[config.mk]
export PLATFORM = sky130hd
export DESIGN_NAME = tree_result_accumulator
export DESIGN_NICKNAME = d
export VERILOG_FILES = /design/src/rtl/tree_result_accumulator.sv
export SDC_FILE = /design/constraint.sdc
export NUM_CORES = 1
export LEC_CHECK = 0
export CAP_MARGIN = 20
export CORE_ASPECT_RATIO = 1.75
export CORE_MARGIN = 5
export CORE_UTILIZATION = 56
export CTS_BUF_LIST = sky130_fd_sc_hd__clkbuf_8
export DETAILED_ROUTE_END_ITERATION = 7
export GPL_TIMING_DRIVEN = 1
export PLACE_DENSITY = 0.79
export SYNTH_ARGS = -nofsm -noshare
export SYNTH_HDL_FRONTEND = slang
export SYNTH_SLANG_ARGS = --single-unit
[constraint.sdc]
create_clock -name clk -period 3.2 [get_ports clk]
set_input_delay 0.48 -clock clk [delete_from_list [all_inputs] [get_ports clk]]
set_output_delay 0.48 -clock clk [all_outputs]
set_load 0.005 [all_outputs]
[src/rtl/tree_result_accumulator.sv]
`timescale 1ns/1ps
`default_nettype none
// ============================================================================
// tree_result_accumulator
// Sums cfg_len adder-tree partials, rescales and saturates each sum, and queues
// the results in an output FIFO.
// Revision: 1.0
// ============================================================================
module tree_result_accumulator #(
  parameter int IN_W       = 8,
  parameter int OUT_W      = 8,
  parameter int ACC_W      = 20,
  parameter int COUNT_W    = 8,
  parameter int SHIFT_W    = 4,
  parameter int FIFO_DEPTH = 4
) (
  input  logic               clk,
  input  logic               rst_n,
  input  logic               in_valid_i,
  output logic               in_ready_o,
  input  logic [IN_W-1:0]    in_data_i,
  input  logic [COUNT_W-1:0] cfg_len_i,
  input  logic [SHIFT_W-1:0] cfg_shift_i,
  input  logic               clear_i,
  output logic               out_valid_o,
  input  logic               out_ready_i,
  output logic [OUT_W-1:0]   out_data_o,
  output logic               busy_o,
  output logic               sat_flag_o
);

  localparam int PTR_W = $clog2(FIFO_DEPTH);

  typedef enum logic [0:0] {
    IDLE  = 1'b0,
    ACCUM = 1'b1
  } state_t;

  state_t             state_q, state_d;
  logic [ACC_W-1:0]   acc_q, acc_d;
  logic [COUNT_W-1:0] count_q, count_d;
  logic [COUNT_W-1:0] len_q, len_d;
  logic [SHIFT_W-1:0] shift_q, shift_d;
  logic               sat_q, sat_d;

  logic [OUT_W-1:0]   mem_q [FIFO_DEPTH];
  logic [PTR_W-1:0]   wr_ptr_q, rd_ptr_q;
  logic [PTR_W:0]     occ_q;

  logic               full_w, empty_w, accept_w, push_w, pop_w;
  logic               last_term_w, overflow_w;
  logic [COUNT_W-1:0] eff_len_w;
  logic [SHIFT_W-1:0] eff_shift_w;
  logic [ACC_W-1:0]   sum_w, shifted_w;
  logic [OUT_W-1:0]   push_data_w;

  assign full_w     = (occ_q == (PTR_W+1)'(FIFO_DEPTH));
  assign empty_w    = (occ_q == '0);
  assign in_ready_o = rst_n & ~full_w;
  assign accept_w   = in_valid_i & in_ready_o;

  // In IDLE the live config applies to the term being accepted; afterwards
  // the latched copy governs the rest of the element.
  assign eff_len_w   = (state_q == IDLE) ? ((cfg_len_i == '0) ? COUNT_W'(1) : cfg_len_i)
                                         : len_q;
  assign eff_shift_w = (state_q == IDLE) ? cfg_shift_i : shift_q;
  assign last_term_w = (({1'b0, count_q} + (COUNT_W+1)'(1)) == {1'b0, eff_len_w});

  assign sum_w       = acc_q + ACC_W'(in_data_i);
  assign shifted_w   = sum_w >> eff_shift_w;
  assign overflow_w  = |shifted_w[ACC_W-1:OUT_W];
  assign push_data_w = overflow_w ? {OUT_W{1'b1}} : shifted_w[OUT_W-1:0];

  assign push_w = accept_w & last_term_w & ~clear_i;
  assign pop_w  = ~empty_w & out_ready_i;

  always_comb begin
    state_d = state_q;
    acc_d   = acc_q;
    count_d = count_q;
    len_d   = len_q;
    shift_d = shift_q;
    sat_d   = sat_q | (push_w & overflow_w);
    if (clear_i) begin
      state_d = IDLE;
      acc_d   = '0;
      count_d = '0;
    end else if (accept_w) begin
      if (last_term_w) begin
        state_d = IDLE;
        acc_d   = '0;
        count_d = '0;
      end else begin
        state_d = ACCUM;
        acc_d   = sum_w;
        count_d = count_q + COUNT_W'(1);
        if (state_q == IDLE) begin
          len_d   = eff_len_w;
          shift_d = eff_shift_w;
        end
      end
    end
  end

  always_ff @(posedge clk or negedge rst_n) begin
    if (!rst_n) begin
      state_q <= IDLE;
      acc_q   <= '0;
      count_q <= '0;
      len_q   <= COUNT_W'(1);
      shift_q <= '0;
      sat_q   <= 1'b0;
    end else begin
      state_q <= state_d;
      acc_q   <= acc_d;
      count_q <= count_d;
      len_q   <= len_d;
      shift_q <= shift_d;
      sat_q   <= sat_d;
    end
  end

  always_ff @(posedge clk or negedge rst_n) begin
    if (!rst_n) begin
      for (int i = 0; i < FIFO_DEPTH; i++) mem_q[i] <= '0;
      wr_ptr_q <= '0;
      rd_ptr_q <= '0;
      occ_q    <= '0;
    end else begin
      if (push_w) begin
        mem_q[wr_ptr_q] <= push_data_w;
        wr_ptr_q        <= wr_ptr_q + PTR_W'(1);
      end
      if (pop_w) rd_ptr_q <= rd_ptr_q + PTR_W'(1);
      case ({push_w, pop_w})
        2'b10:   occ_q <= occ_q + (PTR_W+1)'(1);
        2'b01:   occ_q <= occ_q - (PTR_W+1)'(1);
        default: occ_q <= occ_q;
      endcase
    end
  end

  assign out_valid_o = ~empty_w;
  assign out_data_o  = empty_w ? '0 : mem_q[rd_ptr_q];
  assign busy_o      = (count_q != '0) | ~empty_w;
  assign sat_flag_o  = sat_q;

endmodule
`default_nettype wire

==> results of run 1 <==
-- worst min-delay path by stage --
stage / start / end / slack (ps) / cells past startpoint
CTS: sat_flag_o / sat_flag_o / 490 / 1
global placement: rst_n / len_q[1] / 350 / 1
global route: rst_n / len_q[2] / 510 / 2
floorplan: rst_n / acc_q[0] / 180 / 0
finish: rst_n / len_q[2] / 490 / 2
detailed placement: rst_n / len_q[1] / 360 / 1
-- metal layers --
| metal | track usage [%] | vias up | wire (um) |
|---|---|---|---|
| met3 | 4.08 | 118 | 1120 |
| li1 | - | 2733 | - |
| met2 | 55.6 | 338 | 10900 |
| met1 | 34.6 | 2994 | 7120 |
| met5 | 0 | - | 0 |
| met4 | 17.4 | 0 | 1380 |
-- state kept, by name, summed over array words and instances (netlist names) --
| signal | cells |
|---|---|
| mem_q | 32 |
| acc_q | 20 |
| count_q | 8 |
| len_q | 8 |
| shift_q | 4 |
| occ_q | 3 |
| rd_ptr_q | 2 |
| wr_ptr_q | 2 |
| sat_flag_o | 1 |
| state_q | 1 |
-- through the flow --
| stage | setup WS (ps) | power, mW | instances |
|---|---|---|---|
| after floorplan | -86.5 | 2.24 | 667 |
| after global placement | -701 | 2.78 | 908 |
| after detailed placement | -777 | 2.84 | 908 |
| after CTS | -258 | 3.80 | 945 |
| after global routing | -406 | 4.06 | 952 |
| final | -304 | 3.89 | 952 |
-- worst max-delay path, stage by stage, from the launching register on --
cell	delay [ps]
dfrtp_1	430
ha_4	280
nand3_2	90
buf_6	140
o211a_1	230
buf_12	140
buf_4	130
a211o_4	360
xor2_2	160
o21ai_0	110
a221oi_2	310
a221oi_2	130
a2111oi_4	370
buf_6	210
buf_12	110
buf_12	120
a21oi_2	60
-- timing repair --
action	4_1_cts	5_1_grt
hold endpoints to repair	15	0
endpoints found under the setup margin	35	37
hold buffers	1	0
cloned	3	0
buffers inserted	17	10
pin swaps	28	20
resized for setup	43	38
-- cell type report --
type                            count  area, um2
Timing Repair Buffer              191       1690
Fill cell                         638       2160
Tap cell                          127        159
Clock inverter                      7       55.1
Inverter                           14       56.3
Multi-Input combinational cell    523       4030
Clock buffer                        9        124
Sequential cell                    81       2030
-- Yosys cell counts, types with 7 or more instances --
| master | number | area [um2] |
|---|---|---|
| a21oi_1 | 31 | 155 |
| a21oi_2 | 11 | 96.3 |
| ha_1 | 15 | 188 |
| o21ai_0 | 52 | 260 |
| o31ai_1 | 8 | 60.1 |
| a22o_1 | 7 | 61.3 |
| clkbuf_1 | 32 | 120 |
| nand3_1 | 11 | 55.1 |
| xor2_1 | 15 | 131 |
| mux2i_1 | 21 | 210 |
| xnor2_1 | 20 | 175 |
| nor3_1 | 17 | 85.1 |
| a211oi_1 | 8 | 60.1 |
| mux2_2 | 19 | 214 |
| o211ai_1 | 13 | 97.6 |
| and3_1 | 8 | 50.1 |
| a21o_1 | 7 | 52.6 |
| inv_1 | 14 | 52.6 |
| dfrtp_1 | 80 | 2000 |
| and2_1 | 20 | 125 |
| mux4_2 | 8 | 180 |
| a31oi_1 | 26 | 163 |
| nor2_1 | 78 | 293 |
| buf_2 | 8 | 40.0 |
| nand2_1 | 60 | 225 |
-- power by group through the flow --
stage / combinational (mW) / clock [mW] / sequential [mW]
after floorplan: 0.996 / 0 / 1.24
after global placement: 1.45 / 0 / 1.32
after detailed placement: 1.50 / 0 / 1.34
after CTS: 1.75 / 0.724 / 1.33
after global routing: 1.94 / 0.761 / 1.35
final: 1.84 / 0.718 / 1.33
-- cell families after synthesis --
kind of cell	after synthesis	synth area share (%)
buffers and inverters	63	4.87
muxes	49	10.5
DFF	81	34.3
adders and majority gates	17	3.86
AOI/OAI and AO/OA	198	23.4
and+or+nand+nor	224	17.9
xor gates and xnor gates	35	5.19
==> impl_results.md, run 1 <==
* Vias in the first global route at 6349
* Final instance area at 0.00814 mm2
* Crit Path Max Fanout at 8
* Bufs on Longest Clock Path at 2
* R2R depth at 16
* Final period util at 110%
* Placer congestion estimate at 0.956
* Initial antenna violation count at 0
* Worst Path Arrival at around 3800 ps
* Hpwl dp at 13.7 mm
* Reg power frac at around 34%
* CP endpoint: mem_q[0]
* Clk sinks at 81
* P_sw at roughly 1.6 mW
* Power density cells at between 400 and 500 mW/mm2
* Worst setup path startpoint: acc_q[5]
* Root buffer cell: clkbuf_8
* Core Area at 0.0103 mm2
* Layout area overhead at 37.8%
* Drt wl/cell at ~22 um
* Routed vias/inst at 6.49
* Post-Syn Area at just under 0.006 mm2
* RSZ-0062 raised after global routing: true
* Sequential fraction of the synthesis area at 34.3%
* DRC violation total after the first TritonRoute iteration at approximately 450
* I/O Buffers at 36
* Crit end category: flop
* Relative max-transition margin at 42.1%
* Number of max-cap violations at 0
* Drt first pass iters at 7
* Fmax at 0.285 GHz
* TritonCTS clock tree: yes
* Syn Nets at between 700 and 800
* Total gr overflow at 0
* Reg2reg setup slack at -300 ps
* Vias at between 6k and 7k
* Die Area at 0.0128 mm2
* Largest net degree at the start of global routing at 66
* YS warnings at 0
* Primary FF master, synth: dfrtp_1
* Final Hold Violating Endpoints at 0
* Post-route minimum period at 3500 ps
* Number of flops mapped to enable cells by yosys at 0
* Sw Share at about two fifths
* Combinational power share at a little under half
* Slew Viols, Final at 0
* R2R Path End: mem_q[0]
* WP data required at 3450 ps
* Die height at 146 um
* Fin worst setup slack at -304 ps
* # setup viols final at 33
* P_int at 2.33 mW
* Post-Syn Area per Cell at approximately 9 um2
* Worst-margin pin slew at between 800 and 900 ps
* Hold Path Class: primary input to async pin
* Nets at 862
* Hold Slack at 494 ps
* Die width at approximately 90 um
* Final core occ at 79.0%
* Post-DP Area at 0.00730 mm2
* GRT Total Usage at a little under a third
* Synth async-reset ratio at 100%
* Most frequent cells in the layout: 137 x buf_4, 79 x dfrtp_1, 73 x nor2_1
* Syn Inst Count at 667
* VDD IR max at roughly 0.38 mV
* Setup crit start kind: flop
* Distinct cells, synth at 72
* Site row count at 49
* Reg-to-Reg Start: acc_q[5]
* Worst-Skew Late Latency at roughly 370 ps
* Failing checks: negative setup slack
* H-tree lvl count at 3
* Status: finished, violations left
* Clock transition at the registers of the reported paths at roughly 100 ps
* # IOs at 37
* Final ANT Viol Nets at 0
* Initial Utilization at roughly 57%
* Proportion of layout cells with a drive suffix above 1 at roughly a third
* Crit Path Class: flop to flop
* Setup Skew at 18.0 ps
* Commonest non-fill, non-tap cell in the layout: buf_4
* Global-route wire length before repair at between 30 and 40 mm
* Total CTS buffers at 9
* DRT Wirelength at ~21 mm
* Post-route DRC at 0
* Synth Register Bits at 81
* Ant. Diodes at 0
* Setup TNS at -8410 ps
* Clk pwr share at ~19%
* Leakage at 3.53 nW
No activity file was read; power rests on OpenSTA's default activity.
==> inputs of run 2 (changes only) <==
--- a/constraint.sdc
+++ b/constraint.sdc
@@ -3,2 +3,2 @@
 set_output_delay 0.48 -clock clk [all_outputs]
-set_load 0.005 [all_outputs]
+set_load 0.01 [all_outputs]
==> results of run 2 <==
Same layout as run 1 (identical final DEF). Status: finished, violations left: negative setup slack.
Main changes from that run: total power 3.89 mW -> 3.90 mW
